## src/rtl/sdr_cfg_master.sv

```systemverilog
// Configuration master for the SDRAM controller: register file for timing, mode and refresh
// settings, plus an enable sequencer that waits for controller init with a timeout.
module sdr_cfg_master #(
    parameter int unsigned SDR_REFRESH_TIMER_W   = 12,
    parameter int unsigned SDR_REFRESH_ROW_CNT_W = 3,
    parameter logic [15:0] INIT_TIMEOUT          = 16'd50000
) (
    input  logic                             sdram_clk,
    input  logic                             sdram_resetn,
    input  logic                             reg_req,
    input  logic                             reg_wr,
    input  logic [2:0]                       reg_addr,
    input  logic [31:0]                      reg_wdata,
    output logic [31:0]                      reg_rdata,
    output logic                             reg_ack,
    output logic [1:0]                       cfg_sdr_width,
    output logic [1:0]                       cfg_colbits,
    output logic [3:0]                       cfg_sdr_tras_d,
    output logic [3:0]                       cfg_sdr_trp_d,
    output logic [3:0]                       cfg_sdr_trcd_d,
    output logic                             cfg_sdr_en,
    output logic [1:0]                       cfg_req_depth,
    output logic [12:0]                      cfg_sdr_mode_reg,
    output logic [2:0]                       cfg_sdr_cas,
    output logic [3:0]                       cfg_sdr_trcar_d,
    output logic [3:0]                       cfg_sdr_twr_d,
    output logic [SDR_REFRESH_TIMER_W-1:0]   cfg_sdr_rfsh,
    output logic [SDR_REFRESH_ROW_CNT_W-1:0] cfg_sdr_rfmax,
    input  logic                             sdr_init_done
);

    typedef enum logic [1:0] {
        ST_DISABLED = 2'd0,
        ST_ENABLING = 2'd1,
        ST_READY    = 2'd2,
        ST_ERROR    = 2'd3
    } state_t;

    localparam logic [SDR_REFRESH_TIMER_W-1:0]   RFSH_RST  = SDR_REFRESH_TIMER_W'(32'h100);
    localparam logic [SDR_REFRESH_ROW_CNT_W-1:0] RFMAX_RST = SDR_REFRESH_ROW_CNT_W'(32'd4);
    localparam logic [15:0]                      CNT_LOAD  = INIT_TIMEOUT - 16'd1;

    state_t      state_q, state_d;
    logic [15:0] cnt_q, cnt_d;
    logic        ack_q, ack_d;
    logic [31:0] rdata_q, rdata_d, rd_val;
    logic        en_q, en_d;
    logic        wr_err_q, wr_err_d;
    logic        tout_q, tout_d;

    logic [3:0]  tras_q, tras_d, trp_q, trp_d, trcd_q, trcd_d;
    logic [3:0]  trcar_q, trcar_d, twr_q, twr_d;
    logic [2:0]  cas_q, cas_d;
    logic [12:0] mode_q, mode_d;
    logic [1:0]  width_q, width_d, colbits_q, colbits_d, depth_q, depth_d;
    logic [SDR_REFRESH_TIMER_W-1:0]   rfsh_q, rfsh_d;
    logic [SDR_REFRESH_ROW_CNT_W-1:0] rfmax_q, rfmax_d;

    logic acc, wr_acc, wr_cfg, cfg_open, cfg_upd, wr_err_set, tout_set;
    logic cmd_start, cmd_stop, clr_status;
    logic unused_wdata;

    assign acc        = reg_req & ~ack_q;
    assign wr_acc     = acc & reg_wr;
    assign wr_cfg     = wr_acc & (reg_addr <= 3'd2);
    assign cfg_open   = (state_q == ST_DISABLED) || (state_q == ST_ERROR);
    assign cfg_upd    = wr_cfg & cfg_open;
    assign wr_err_set = wr_cfg & ~cfg_open;
    // STOP dominates when both control bits are written together
    assign cmd_stop   = wr_acc & (reg_addr == 3'd3) & reg_wdata[1];
    assign cmd_start  = wr_acc & (reg_addr == 3'd3) & reg_wdata[0] & ~reg_wdata[1];
    assign clr_status = wr_acc & (reg_addr == 3'd4);
    assign unused_wdata = ^reg_wdata;

    always_ff @(posedge sdram_clk) begin
        if (!sdram_resetn) begin
            state_q <= ST_DISABLED;
            cnt_q   <= '0;
        end else begin
            state_q <= state_d;
            cnt_q   <= cnt_d;
        end
    end

    always_comb begin
        state_d  = state_q;
        cnt_d    = cnt_q;
        tout_set = 1'b0;
        case (state_q)
            ST_DISABLED: begin
                if (cmd_start) begin
                    state_d = ST_ENABLING;
                    cnt_d   = CNT_LOAD;
                end
            end
            ST_ENABLING: begin
                if (cmd_stop) begin
                    state_d = ST_DISABLED;
                end else if (sdr_init_done) begin
                    state_d = ST_READY;
                end else if (cnt_q == 16'd0) begin
                    state_d  = ST_ERROR;
                    tout_set = 1'b1;
                end else begin
                    cnt_d = cnt_q - 16'd1;
                end
            end
            ST_READY: begin
                if (cmd_stop) begin
                    state_d = ST_DISABLED;
                end else if (!sdr_init_done) begin
                    state_d = ST_ERROR;
                end
            end
            default: begin
                if (cmd_stop) begin
                    state_d = ST_DISABLED;
                end else if (cmd_start) begin
                    state_d = ST_ENABLING;
                    cnt_d   = CNT_LOAD;
                end
            end
        endcase
    end

    always_comb begin
        rd_val = '0;
        case (reg_addr)
            3'd0: rd_val = {9'd0, cas_q, twr_q, trcar_q, trcd_q, trp_q, tras_q};
            3'd1: rd_val = {10'd0, depth_q, colbits_q, width_q, 3'd0, mode_q};
            3'd2: begin
                rd_val[SDR_REFRESH_TIMER_W-1:0]      = rfsh_q;
                rd_val[16 +: SDR_REFRESH_ROW_CNT_W]  = rfmax_q;
            end
            3'd4: rd_val = {27'd0, tout_q, wr_err_q, sdr_init_done, 2'(state_q)};
            default: rd_val = '0;
        endcase
        rdata_d  = (acc && !reg_wr) ? rd_val : '0;
        ack_d    = acc;
        en_d     = (state_d == ST_ENABLING) || (state_d == ST_READY);
        // a same-cycle set beats the write-1-to-clear
        wr_err_d = (wr_err_q & ~(clr_status & reg_wdata[3])) | wr_err_set;
        tout_d   = (tout_q & ~(clr_status & reg_wdata[4])) | tout_set;
    end

    always_comb begin
        tras_d    = tras_q;
        trp_d     = trp_q;
        trcd_d    = trcd_q;
        trcar_d   = trcar_q;
        twr_d     = twr_q;
        cas_d     = cas_q;
        mode_d    = mode_q;
        width_d   = width_q;
        colbits_d = colbits_q;
        depth_d   = depth_q;
        rfsh_d    = rfsh_q;
        rfmax_d   = rfmax_q;
        if (cfg_upd) begin
            case (reg_addr)
                3'd0: begin
                    tras_d  = reg_wdata[3:0];
                    trp_d   = reg_wdata[7:4];
                    trcd_d  = reg_wdata[11:8];
                    trcar_d = reg_wdata[15:12];
                    twr_d   = reg_wdata[19:16];
                    cas_d   = reg_wdata[22:20];
                end
                3'd1: begin
                    mode_d    = reg_wdata[12:0];
                    width_d   = reg_wdata[17:16];
                    colbits_d = reg_wdata[19:18];
                    depth_d   = reg_wdata[21:20];
                end
                default: begin
                    rfsh_d  = reg_wdata[SDR_REFRESH_TIMER_W-1:0];
                    rfmax_d = reg_wdata[16 +: SDR_REFRESH_ROW_CNT_W];
                end
            endcase
        end
    end

    always_ff @(posedge sdram_clk) begin
        if (!sdram_resetn) begin
            ack_q     <= 1'b0;
            rdata_q   <= '0;
            en_q      <= 1'b0;
            wr_err_q  <= 1'b0;
            tout_q    <= 1'b0;
            tras_q    <= 4'd4;
            trp_q     <= 4'd2;
            trcd_q    <= 4'd2;
            trcar_q   <= 4'd7;
            twr_q     <= 4'd1;
            cas_q     <= 3'd3;
            mode_q    <= 13'h033;
            width_q   <= 2'b01;
            colbits_q <= 2'b00;
            depth_q   <= 2'b11;
            rfsh_q    <= RFSH_RST;
            rfmax_q   <= RFMAX_RST;
        end else begin
            ack_q     <= ack_d;
            rdata_q   <= rdata_d;
            en_q      <= en_d;
            wr_err_q  <= wr_err_d;
            tout_q    <= tout_d;
            tras_q    <= tras_d;
            trp_q     <= trp_d;
            trcd_q    <= trcd_d;
            trcar_q   <= trcar_d;
            twr_q     <= twr_d;
            cas_q     <= cas_d;
            mode_q    <= mode_d;
            width_q   <= width_d;
            colbits_q <= colbits_d;
            depth_q   <= depth_d;
            rfsh_q    <= rfsh_d;
            rfmax_q   <= rfmax_d;
        end
    end

    assign reg_ack          = ack_q;
    assign reg_rdata        = rdata_q;
    assign cfg_sdr_en       = en_q;
    assign cfg_sdr_tras_d   = tras_q;
    assign cfg_sdr_trp_d    = trp_q;
    assign cfg_sdr_trcd_d   = trcd_q;
    assign cfg_sdr_trcar_d  = trcar_q;
    assign cfg_sdr_twr_d    = twr_q;
    assign cfg_sdr_cas      = cas_q;
    assign cfg_sdr_mode_reg = mode_q;
    assign cfg_sdr_width    = width_q;
    assign cfg_colbits      = colbits_q;
    assign cfg_req_depth    = depth_q;
    assign cfg_sdr_rfsh     = rfsh_q;
    assign cfg_sdr_rfmax    = rfmax_q;

endmodule

```

## config.mk

```make
export PLATFORM = sky130hd
export DESIGN_NAME = sdr_cfg_master
export DESIGN_NICKNAME = d
export VERILOG_FILES = /design/src/rtl/sdr_cfg_master.sv
export SDC_FILE = /design/constraint.sdc
export NUM_CORES = 1
export LEC_CHECK = 0
export CAP_MARGIN = 20
export CELL_PAD_IN_SITES_DETAIL_PLACEMENT = 1
export CELL_PAD_IN_SITES_GLOBAL_PLACEMENT = 1
export CORE_UTILIZATION = 31
export DETAILED_ROUTE_END_ITERATION = 7
export HOLD_SLACK_MARGIN = 0.15
export MAX_ROUTING_LAYER = met4
export PLACE_DENSITY_LB_ADDON = 0.25
export SETUP_SLACK_MARGIN = 0.3
export SLEW_MARGIN = 10
export SYNTH_ARGS = -nofsm -noshare
export SYNTH_HDL_FRONTEND = slang
export SYNTH_SLANG_ARGS = --single-unit
```

## constraint.sdc

```tcl
create_clock -name sdram_clk -period 2.19 [get_ports sdram_clk]
set_clock_uncertainty 0.15 [all_clocks]
set_input_delay 0.657 -clock sdram_clk [delete_from_list [all_inputs] [get_ports sdram_clk]]
set_output_delay 0.657 -clock sdram_clk [all_outputs]
set_load 0.05 [all_outputs]
```

==> out/qor_table.md <==
| Step | Item | Reported |
| --- | --- | --- |
| run status | Status | finished, final reports clean |
| grt | Pin count of the biggest net entering global routing | 42 |
| sta | Worst Slack Setup Final | 0.144 ns |
| cts | TritonCTS clock tree | done |
| sta | FMAX | 489 MHz |
| pwr | Internal power of the cells | 3.52 mW |
| floorplan | Area of the die | 14600 µm² |
| drt | Total wire length after detailed routing | 17000 µm |
| final layout | Layout cell share with drive strength beyond 1 | 0.483 |
| grt | Wire length of the first global-routing pass | 25300 µm |
| sta | Ratio of final minimum period to clock period | 0.934 |
| synthesis | Share of flip-flops with an asynchronous set or reset | 0 |
| floorplan | Vertical extent of the die | 121 µm |
| placed design | Post-detailed-placement cell area | 5870 µm² |
| placed design | Routability Congestion | 0.824 |
| sta | Hold violation count in the final report | 0 |
| synthesis | Most used flip-flop cell after synthesis | dfxtp_1 |
| worst setup path | Largest driver fanout on the critical path | 5 |
| synthesis | Synth warn | 0 |
| worst setup path | CP Launch Type | register |
| drt | ANT nets after route | 0 |
| sta | Setup repair after global routing missed its margin | true |
| cts | Worst skew pair latency | 0.35 ns |
| floorplan | # IOs | 131 |
| cts | Clock-pin transition on the worst setup and hold timing paths | 0.07 ns |
| worst setup path | Data required time at the worst endpoint | 2.28 ns |
| floorplan | Core outline area | 13800 µm² |
| final layout | Max FFs per register | 23 |
| drt | Total via count in the routed design | 4454 |
| synthesis | Seq/Total Area, Yosys | 0.466 |
| worst setup path | Kind of end point of the critical path | register |
| pwr | LEAKAGE | 3.37 nW |
| grt | Global-route usage over all layers | 0.234 |
| worst setup path | CP top delay family | compound AO/OA/AOI/OAI gates |
| synthesis | Number of synthesized flops with an enable pin | 0 |
| sta | Setup-failing EPs final | 0 |
| run | Maximum capacitance violations | 0 |
| cts | CTS Hold Bufs | 0 |
| final layout | Post-route design area | 7310 µm² |
| final layout | # diodes | 0 |
| sta | Tmin final | 2.05 ns |
| pwr | Clock share of power | 0.331 |
| synthesis | Mapped cell area | 4380 µm² |
| cts | Buffers from clock root to sink, at most | 2 |
| grt | GRT Residual Overflow | 0 |
| synthesis | Number of library cell types mapped by synthesis | 48 |
| worst setup path | Critical path's slowest cell | a21boi_4 |
| cts | Root Driver | clkbuf_16 |
| placed design | Detailed placement HPWL | 10400 µm |
| min path | Worst hold path class | register to register |
| drt | Total iterations of the first detailed-routing run | 6 |
| synthesis | Synth Instances | 517 |
| pwr | Share of total power in sequential cells | 0.385 |
| worst setup path | Crit path largest cell delay | 0.33 ns |
| cts | Number of clock buffers inserted by TritonCTS | 9 |
| final layout | Commonest cells after routing, fill and taps aside | buf_4, dfxtp_1, nor2_1 |
| grt | Vias in the first global route | 4708 |
| placed design | Setup slack after placement | -0.554 ns |
| drt | Vias per cell | 5.11 |
| drt | Iter 0 DRT Violations | 147 |
| drt | Detailed-route wire length per cell | 19.5 µm |
| pwr | Maximum ir drop on the vdd rail | 0.000347 V |
| sta | Number of max-slew violations in the final report | 0 |
| placed design | Buffers on Ports | 112 |
| pwr | Sw Ratio | 0.318 |
| grt | Number of antenna violations at the first check in global routing | 0 |
| worst setup path | Cell breakdown of the critical path | inv_2, ha_4, nor4b_4, a41oi_4, a21boi_4, buf_6, a21oi_1, o221a_1 |
| cts | Number of H-tree levels | 3 |
| final layout | Commonest non-fill, non-tap cell in the layout | buf_4 |
| worst setup path | Crit path buffers/inverters | 2 |
| floorplan | Horizontal extent of the die | 121 µm |
| pwr | Switching component of the power | 1.64 mW |
| final layout | Area growth from synthesis to final layout | 67.0% |
| cts | Clock sink count | 102 |
| synthesis | Syn Area/Cell | 8.47 µm² |
| final layout | Layout net count | 731 |
| pwr | Pwr/cell area | 705 nW/µm² |
| worst setup path | Type of the worst setup path | register to register |
| floorplan | Effective utilization at floorplan | 0.317 |
| synthesis | Post-synthesis register bit count | 102 |
| drt | Drc violations | 0 |
| pwr | Comb pwr share | 0.283 |
| worst setup path | Data arrival, critical path | 2.14 ns |
| floorplan | Site row count | 43 |
## worst paths after layout
kind,start,to,slack [ns],cells after the start
hold / removal,cfg_sdr_twr_d[1],cfg_sdr_twr_d[1],0.34,2
setup / recovery,cnt_q[0],cnt_q[3],0.14,8
hold reg to reg,cfg_sdr_twr_d[1],cfg_sdr_twr_d[1],0.34,2
setup reg to reg,cnt_q[0],cnt_q[3],0.14,8
## cells by family after synthesis
logic type               after synthesis  synth area share
XOR/XNOR                               6            0.0120
buffers and inverters                 44            0.0488
other                                  1          0.000856
AO/OA/AOI/OAI                         85             0.117
AND/OR/NAND/NOR                      239             0.261
flip-flops                           102             0.466
multiplexers                          35            0.0803
adder cells (fa/ha/maj)                5            0.0143
## area by class of cell
cell class,count,area (µm²)
clock buffer,10,239
tap,180,225
sequential,102,2070
inverter,7,26.3
fill,1553,6510
timing repair buffer,187,1740
clock inverter,6,75.1
multi-input combinational,379,2940
## power by group through the flow
stage / clock network, mW / registers, mW / logic (mW)
CTS: 1.74 / 1.98 / 1.34
floorplan: 0 / 2.13 / 0.543
global placement: 0 / 2.01 / 0.992
global route: 1.83 / 1.99 / 1.55
detailed placement: 0 / 2.02 / 1.02
finish: 1.71 / 1.99 / 1.46
## cells in the mapped netlist, drive strengths merged (2+ instances only)
| cell type | number | area [µm²] |
|---|---|---|
| buf | 22 | 131 |
| or3 | 9 | 56.3 |
| and2 | 9 | 56.3 |
| nand3 | 26 | 135 |
| nand3b | 2 | 15.0 |
| nor2 | 59 | 221 |
| and3b | 2 | 17.5 |
| o21a | 6 | 45.0 |
| o21ai | 9 | 45.0 |
| o221a | 2 | 22.5 |
| nor2b | 3 | 18.8 |
| and4b | 2 | 20.0 |
| xor2 | 6 | 52.6 |
| clkbuf | 15 | 56.3 |
| inv | 7 | 26.3 |
| nor4 | 3 | 40.0 |
| and3 | 3 | 18.8 |
| nand2b | 6 | 37.5 |
| a32oi | 2 | 17.5 |
| nand2 | 96 | 360 |
| nand4 | 6 | 43.8 |
| ha | 5 | 62.6 |
| a21oi | 58 | 290 |
| dfxtp | 102 | 2040 |
| mux2i | 34 | 340 |
| or4 | 4 | 30.0 |
| nor3 | 6 | 35.0 |
## worst reg2reg max path, cell delays in order, from the launching register on
cell and delay (ns):
dfxtp_2 0.32, inv_2 0.08, ha_4 0.14, nor4b_4 0.26, a41oi_4 0.22, a21boi_4 0.33, buf_6 0.16, a21oi_1 0.04
o221a_1 0.24
## per-layer routing
layer	track usage	share of wire	wire length [µm]
met5	-	0	0
met4	0.0980	0.028	472
met3	0.0381	0.035	597
met2	0.398	0.52	8750
met1	0.273	0.42	7150
## repair_timing
item | in CTS | in global routing
pin swaps | 42 | 52
buffers inserted | 17 | 3
endpoints found under the hold margin | 0 | 0
gates resized for setup | 136 | 115
cloned | 5 | 1
setup endpoints to repair | 100 | 78
## per-stage QoR
step / utilization / TNS (ns) / power [mW] / hold WS, ns / instances
after floorplan: - / 0 / 2.68 / 0.303 / 525
after global placement: 0.424 / -33.51 / 3.01 / 0.308 / 829
after detailed placement: 0.424 / -37.81 / 3.04 / 0.320 / 829
after CTS: 0.493 / 0 / 5.06 / 0.332 / 867
after global routing: 0.529 / 0 / 5.37 / 0.362 / 871
final: 0.529 / 0 / 5.15 / 0.339 / 871
(Power assumes the default switching activity.)
